`src/rtl/pipeline_ctrl.sv`:
```
// pipeline_ctrl: stall/flush sequencer for the 5-stage ASIP pipeline.
// Resolves load-use hazards, taken-branch flushes and multi-cycle ops.
// Also handles external halt/resume and keeps a saturating stall counter.
module pipeline_ctrl #(
  parameter int N          = 32,
  parameter int RA         = 4,
  parameter int MC_TIMEOUT = 255
) (
  input  logic          clock,
  input  logic          reset,
  input  logic [RA-1:0] rs1_id,
  input  logic [RA-1:0] rs2_id,
  input  logic [RA-1:0] rd_ex,
  input  logic          memread_ex,
  input  logic          branch_taken_ex,
  input  logic          mc_op_ex,
  input  logic          mc_done,
  input  logic          halt_req,
  input  logic          resume,
  output logic          pc_en,
  output logic          if_id_en,
  output logic          id_ex_en,
  output logic          ex_mem_en,
  output logic          if_id_flush,
  output logic          id_ex_flush,
  output logic          ex_mem_flush,
  output logic          mc_start,
  output logic          halted,
  output logic          mc_error,
  output logic [N-1:0]  stall_cycles
);

  localparam int CW = $clog2(MC_TIMEOUT + 1);

  typedef enum logic [1:0] {
    ST_RUN     = 2'd0,
    ST_MC_WAIT = 2'd1,
    ST_HALT    = 2'd2
  } state_t;

  state_t          state_reg, state_next;
  logic [CW-1:0]   mc_cnt_reg, mc_cnt_next;
  logic            mc_error_reg, mc_error_next;
  logic [N-1:0]    stall_cycles_reg;

  // Load-use detection: compare the EX destination against each ID source.
  logic [RA-1:0]   src_reg [2];
  logic [1:0]      src_hit;
  logic            load_use;

  assign src_reg[0] = rs1_id;
  assign src_reg[1] = rs2_id;

  genvar gi;
  generate
    for (gi = 0; gi < 2; gi++) begin : g_src
      assign src_hit[gi] = (rd_ex == src_reg[gi]);
    end
  endgenerate

  // Register 0 is hardwired, so a load into it never creates a hazard.
  assign load_use = memread_ex && (rd_ex != '0) && (|src_hit);

  // State, timeout counter and sticky error flag.
  always_ff @(posedge clock or posedge reset) begin
    if (reset) begin
      state_reg    <= ST_RUN;
      mc_cnt_reg   <= '0;
      mc_error_reg <= 1'b0;
    end else begin
      state_reg    <= state_next;
      mc_cnt_reg   <= mc_cnt_next;
      mc_error_reg <= mc_error_next;
    end
  end

  // Next-state and enable/flush decode; reset forces every stage to load a bubble.
  always_comb begin
    pc_en         = 1'b1;
    if_id_en      = 1'b1;
    id_ex_en      = 1'b1;
    ex_mem_en     = 1'b1;
    if_id_flush   = 1'b0;
    id_ex_flush   = 1'b0;
    ex_mem_flush  = 1'b0;
    mc_start      = 1'b0;
    state_next    = state_reg;
    mc_cnt_next   = mc_cnt_reg;
    mc_error_next = mc_error_reg;

    case (state_reg)
      ST_RUN: begin
        if (branch_taken_ex) begin
          if_id_flush = 1'b1;
          id_ex_flush = 1'b1;
        end else if (mc_op_ex) begin
          mc_start     = 1'b1;
          pc_en        = 1'b0;
          if_id_en     = 1'b0;
          id_ex_en     = 1'b0;
          ex_mem_en    = 1'b0;
          ex_mem_flush = 1'b1;
          mc_cnt_next  = '0;
          state_next   = ST_MC_WAIT;
        end else if (load_use) begin
          pc_en       = 1'b0;
          if_id_en    = 1'b0;
          id_ex_flush = 1'b1;
        end else if (halt_req) begin
          pc_en      = 1'b0;
          if_id_en   = 1'b0;
          id_ex_en   = 1'b0;
          ex_mem_en  = 1'b0;
          state_next = ST_HALT;
        end
      end

      ST_MC_WAIT: begin
        mc_cnt_next = mc_cnt_reg + CW'(1);
        if (mc_done) begin
          // Result is captured into EX/MEM with everything advancing.
          state_next = ST_RUN;
        end else begin
          pc_en        = 1'b0;
          if_id_en     = 1'b0;
          id_ex_en     = 1'b0;
          ex_mem_flush = 1'b1;
          if (mc_cnt_reg == CW'(MC_TIMEOUT - 1)) begin
            mc_error_next = 1'b1;
            state_next    = ST_HALT;
          end
        end
      end

      ST_HALT: begin
        pc_en     = 1'b0;
        if_id_en  = 1'b0;
        id_ex_en  = 1'b0;
        ex_mem_en = 1'b0;
        if (resume && !mc_error_reg) begin
          state_next = ST_RUN;
        end
      end

      default: begin
        state_next = ST_RUN;
      end
    endcase

    if (reset) begin
      pc_en        = 1'b0;
      if_id_en     = 1'b0;
      id_ex_en     = 1'b0;
      ex_mem_en    = 1'b0;
      if_id_flush  = 1'b1;
      id_ex_flush  = 1'b1;
      ex_mem_flush = 1'b1;
      mc_start     = 1'b0;
    end
  end

  // Saturating count of cycles in which the PC did not advance.
  always_ff @(posedge clock or posedge reset) begin
    if (reset) begin
      stall_cycles_reg <= '0;
    end else if (!pc_en && (stall_cycles_reg != '1)) begin
      stall_cycles_reg <= stall_cycles_reg + N'(1);
    end
  end

  assign halted       = (state_reg == ST_HALT) && !reset;
  assign mc_error     = mc_error_reg;
  assign stall_cycles = stall_cycles_reg;

endmodule

```
`config.mk`:
```
export PLATFORM = sky130hd
export DESIGN_NAME = pipeline_ctrl
export DESIGN_NICKNAME = d
export VERILOG_FILES = /design/src/rtl/pipeline_ctrl.sv
export SDC_FILE = /design/constraint.sdc
export NUM_CORES = 1
export LEC_CHECK = 0
export ABC_CLOCK_PERIOD_IN_PS = 9030
export CAP_MARGIN = 20
export CELL_PAD_IN_SITES_DETAIL_PLACEMENT = 2
export CELL_PAD_IN_SITES_GLOBAL_PLACEMENT = 2
export CORE_AREA = 2 2 90 92
export DETAILED_ROUTE_END_ITERATION = 10
export DIE_AREA = 0 0 92 94
export PLACE_DENSITY = 0.92
export SLEW_MARGIN = 15
export SYNTH_ARGS = -nofsm -noshare
export SYNTH_HDL_FRONTEND = slang
export SYNTH_SLANG_ARGS = --single-unit
```
`constraint.sdc`:
```
create_clock -name clock -period 9.03 [get_ports clock]
set_input_delay 2.2575 -clock clock [delete_from_list [all_inputs] [get_ports clock]]
set_output_delay 2.2575 -clock clock [all_outputs]
set_load 0.01 [all_outputs]
```
==> impl_summary.log <==
[metrics] part of the total power dissipated in the clock network: roughly 24%
[metrics] Clock Skew: around 0.0087 ns
[metrics] layout overhead on the synthesized area: 32.58%
[metrics] H-Tree Depth: 2
[metrics] detailed-route wire length per cell: 18.80 microns
[metrics] smallest setup slack after layout: 2.135 ns
[metrics] startpoint types: input pin
[metrics] core occupancy in the finished layout: 42.63%
[metrics] Detail Route Antenna Nets: 0
[metrics] later-pin clock latency in the skew report: 0.30 ns
[metrics] wirelength, routed: 7.483 mm
[metrics] die outline area: just under 0.009 sq mm
[metrics] filler cell count in the final layout: 842
[metrics] path type of the worst min-delay path: reg -> reg
[metrics] Slew Limit Fails: 0
[metrics] area of the core: approximately 0.0076 sq mm
[metrics] Worst Path Required: between 6 and 7 ns
[metrics] first-pass GRT wire length: 12.59 mm
[metrics] violation count after the first detailed-route iteration: slightly above 70
[metrics] post-route total power: about 620 uW
[metrics] antenna cells: 0
[metrics] cells on worst reg2reg path: 6
[metrics] Total Neg Setup Slack: 0 ns
[metrics] Worst R2R End: stall_cycles[9]
[metrics] top-area cell type share of the netlist area: 43.99%
[metrics] clock tree from TritonCTS: done
[metrics] maximum number of pins on one net before global-route repair: between 40 and 50
[metrics] CTS Root Buffer Type: clkbuf_8
[metrics] Max rail drop VDD: 0.1013 mV
[metrics] portion of total power attributed to combinational logic: between 30% and 40%
[metrics] leak pwr: approximately 1.3 nW
[metrics] global placer's final weighted congestion: 0.8084
[metrics] most frequent cell after synthesis: dfrtp_1
[metrics] post-route DRC violation count: 0
[metrics] power per cell area: 190.6 mW/mm^2
[metrics] switching power summed over all nets: 212.5 uW
[metrics] asr flop ratio synth: 100.0%
[metrics] dpl cell area: approximately 0.0031 sq mm
[metrics] maximum fanout along the worst path: 20
[metrics] gate count after technology mapping: 234
[metrics] setup repair after global routing missed its margin: no
[metrics] count of final setup violators: 0
[metrics] sequential cell area in the final layout: between 0.001 and 0.0015 sq mm
[metrics] max FFs per register: 32
[metrics] Inserted Clock Buffers: 5
[metrics] total area of multi-input combinational cells: ~0.0013 sq mm
[metrics] crit path time final: 6.895 ns
[metrics] share of total power consumed by net switching: 34.38%
[metrics] placement-stage worst setup slack: roughly 2.1 ns
[metrics] Internal Pwr Total: 405.6 uW
[metrics] proportion of power drawn by flip-flops and latches: 44.2%
[metrics] outcome: complete, no violations
[metrics] launching instance or port of the critical path: rd_ex[1]
[metrics] buffers from clock root to sink, at most: 2
[metrics] post-synthesis register bit count: 43
[metrics] post-synth net total: 257
[metrics] number of maximum-capacitance violations: 0
[metrics] total via count after detailed routing: 2047
[metrics] global-route total usage across every layer: 18.54%
[metrics] reg-to-reg slack, setup: 6.62 ns
[metrics] Die Y-Extent: 94 microns
[metrics] count of warnings emitted by yosys: 0
[metrics] Crit. End Element: output port
[metrics] post-DR vias/cell: 5.143
[metrics] post-CTS resize count: 0
[metrics] arrival time at the worst endpoint: between 4 and 5 ns
[metrics] clock transition time at the flip-flop clock pins of the worst setup and hold paths: 0.08 ns
[metrics] Seq/Total Area, Yosys: 43.99%
[metrics] cell accounting for the most synthesized area: dfrtp_1
[metrics] horizontal extent of the die: 92 microns
[metrics] count of distinct cell types in the synthesized netlist: 43
[metrics] dominant cells by area after synthesis: dfrtp_1, xor2_1, xnor2_1, nand4_1, nand2_1
[metrics] GRT Residual Overflow: 0
[metrics] number of post-CTS setup repair buffers: 0
[metrics] number of antenna violations at the first check in global routing: 0
[metrics] post-route clock period utilization: 76.35%
[metrics] top-level port count: a little over 60
[metrics] Starting Density: ~32%
[metrics] path type of the worst setup path: in -> out
[metrics] Avg Inst Size Synth: 10.45 sq um
[metrics] hold bufs inserted after CTS: 0
[metrics] transition time of the tightest slew-check pin: 0.5826 ns
[metrics] Core Rows: 32
[metrics] Detailed Place HPWL: about 5.6 mm
[metrics] DRT Pass-1 Iters: 4
[metrics] critical path capture point: pc_en
[metrics] Netlist Area Pre-Place: 0.002446 sq mm
[metrics] Port Buf Inserts: 61
[metrics] number of enable flip-flop cells after synthesis: 0
[metrics] maximum clock rate: 145.0 MHz
[metrics] Final Hold Viols: 0
[metrics] nets: roughly 320
[metrics] number of sinks driven by the clock tree: 43
[metrics] Post-synth top flop: dfrtp_1
[metrics] Commonest cells post-synth: dfrtp_1, xor2_1, nand2_1, nand4_1, nor2_1
[metrics] finished layout cell area: 0.003243 sq mm
[metrics] beginning of the worst register-to-register path: state_reg[1]
[metrics] share of post-route cells with drive strength above 1: 8.446%
[metrics] vias in the first global route: about 2400
[metrics] Max-slew headroom: 61.01%
==> power by group through the flow <==
stage          clock, mW  combinational, mW  sequential, mW
3_3_place_gp           0              0.188           0.272
3_5_place_dp           0              0.196           0.277
5_1_grt            0.160              0.215           0.280
2_1_floorplan          0             0.0977           0.273
4_1_cts            0.153              0.199           0.274
6_report           0.149              0.196           0.273
==> final cells by class <==
type	instances	share of cell area, %
Sequential cell	43	33.18
Tap cell	102	3.935
Multi-Input combinational cell	175	39.54
Inverter	9	1.119
Timing Repair Buffer	62	19.06
Clock inverter	1	0.9259
Clock buffer	6	2.238
==> worst min-delay path by stage <==
stage / from / to / slack (ns) / cells after the start
global placement: stall_cycles[22] / stall_cycles[22] / 0.47 / 1
detailed placement: stall_cycles[22] / stall_cycles[22] / 0.49 / 1
floorplan: mc_cnt_reg[6] / mc_cnt_reg[6] / 0.50 / 2
global route: stall_cycles[26] / stall_cycles[26] / 0.52 / 1
finish: stall_cycles[26] / stall_cycles[26] / 0.50 / 1
CTS: stall_cycles[22] / stall_cycles[22] / 0.51 / 1
==> layer usage <==
| layer | track usage [%] | wire, microns |
|---|---|---|
| met1 | 22.69 | 3200 |
| met3 | 3.291 | 234 |
| met2 | 33.88 | 3973 |
| met4 | 4.478 | 74 |
| met5 | 0 | 0 |
==> through the flow <==
stage          instances  hold slack (ns)
3_3_place_gp         391           0.4745
4_1_cts              398           0.5078
5_1_grt              398           0.5209
6_report             398           0.5008
2_1_floorplan        234           0.4971
3_5_place_dp         391           0.4938
==> critical path: stages <==
cell	delay, ns
clkdlybuf4s50_1	0.48
xor2_1	0.20
nor4_2	0.30
o211ai_2	0.20
o21ai_4	0.45
inv_4	0.22
clkdlybuf4s50_1	0.53
==> logic make-up (layout without fill, tap and decap cells) <==
kind of cell	count (synthesis)	in the layout	synth area share [%]
AO/OA/AOI/OAI	15	15	4.962
multiplexers	2	2	0.8695
XOR/XNOR	45	45	16.11
adder cells (fa/ha/maj)	3	3	1.535
flip-flops	43	43	43.99
AND/OR/NAND/NOR	110	110	28.95
buffers and inverters	16	78	3.580
==> layout by cell type, fill, tap and decap left out, types with 2 or more instances in the layout <==
master | synthesis | layout
and4_1 | 3 | 3
nor3_1 | 6 | 6
nor4_2 | 3 | 3
ha_1 | 3 | 3
inv_1 | 8 | 7
a21oi_1 | 3 | 3
nand4_1 | 17 | 17
or3_1 | 4 | 4
nor4_4 | 3 | 3
dfrtp_1 | 43 | 43
clkbuf_8 | 0 | 5
nand3_1 | 10 | 10
xnor2_1 | 16 | 16
nand2_1 | 18 | 18
nand2b_1 | 5 | 5
and3_1 | 6 | 6
o21ai_0 | 4 | 4
and2_1 | 2 | 2
nor4_1 | 7 | 7
clkdlybuf4s50_1 | 0 | 61
nor4b_2 | 2 | 2
nor2_1 | 17 | 17
xor2_1 | 29 | 29
Note: power is estimated with default switching activity, not from simulation.
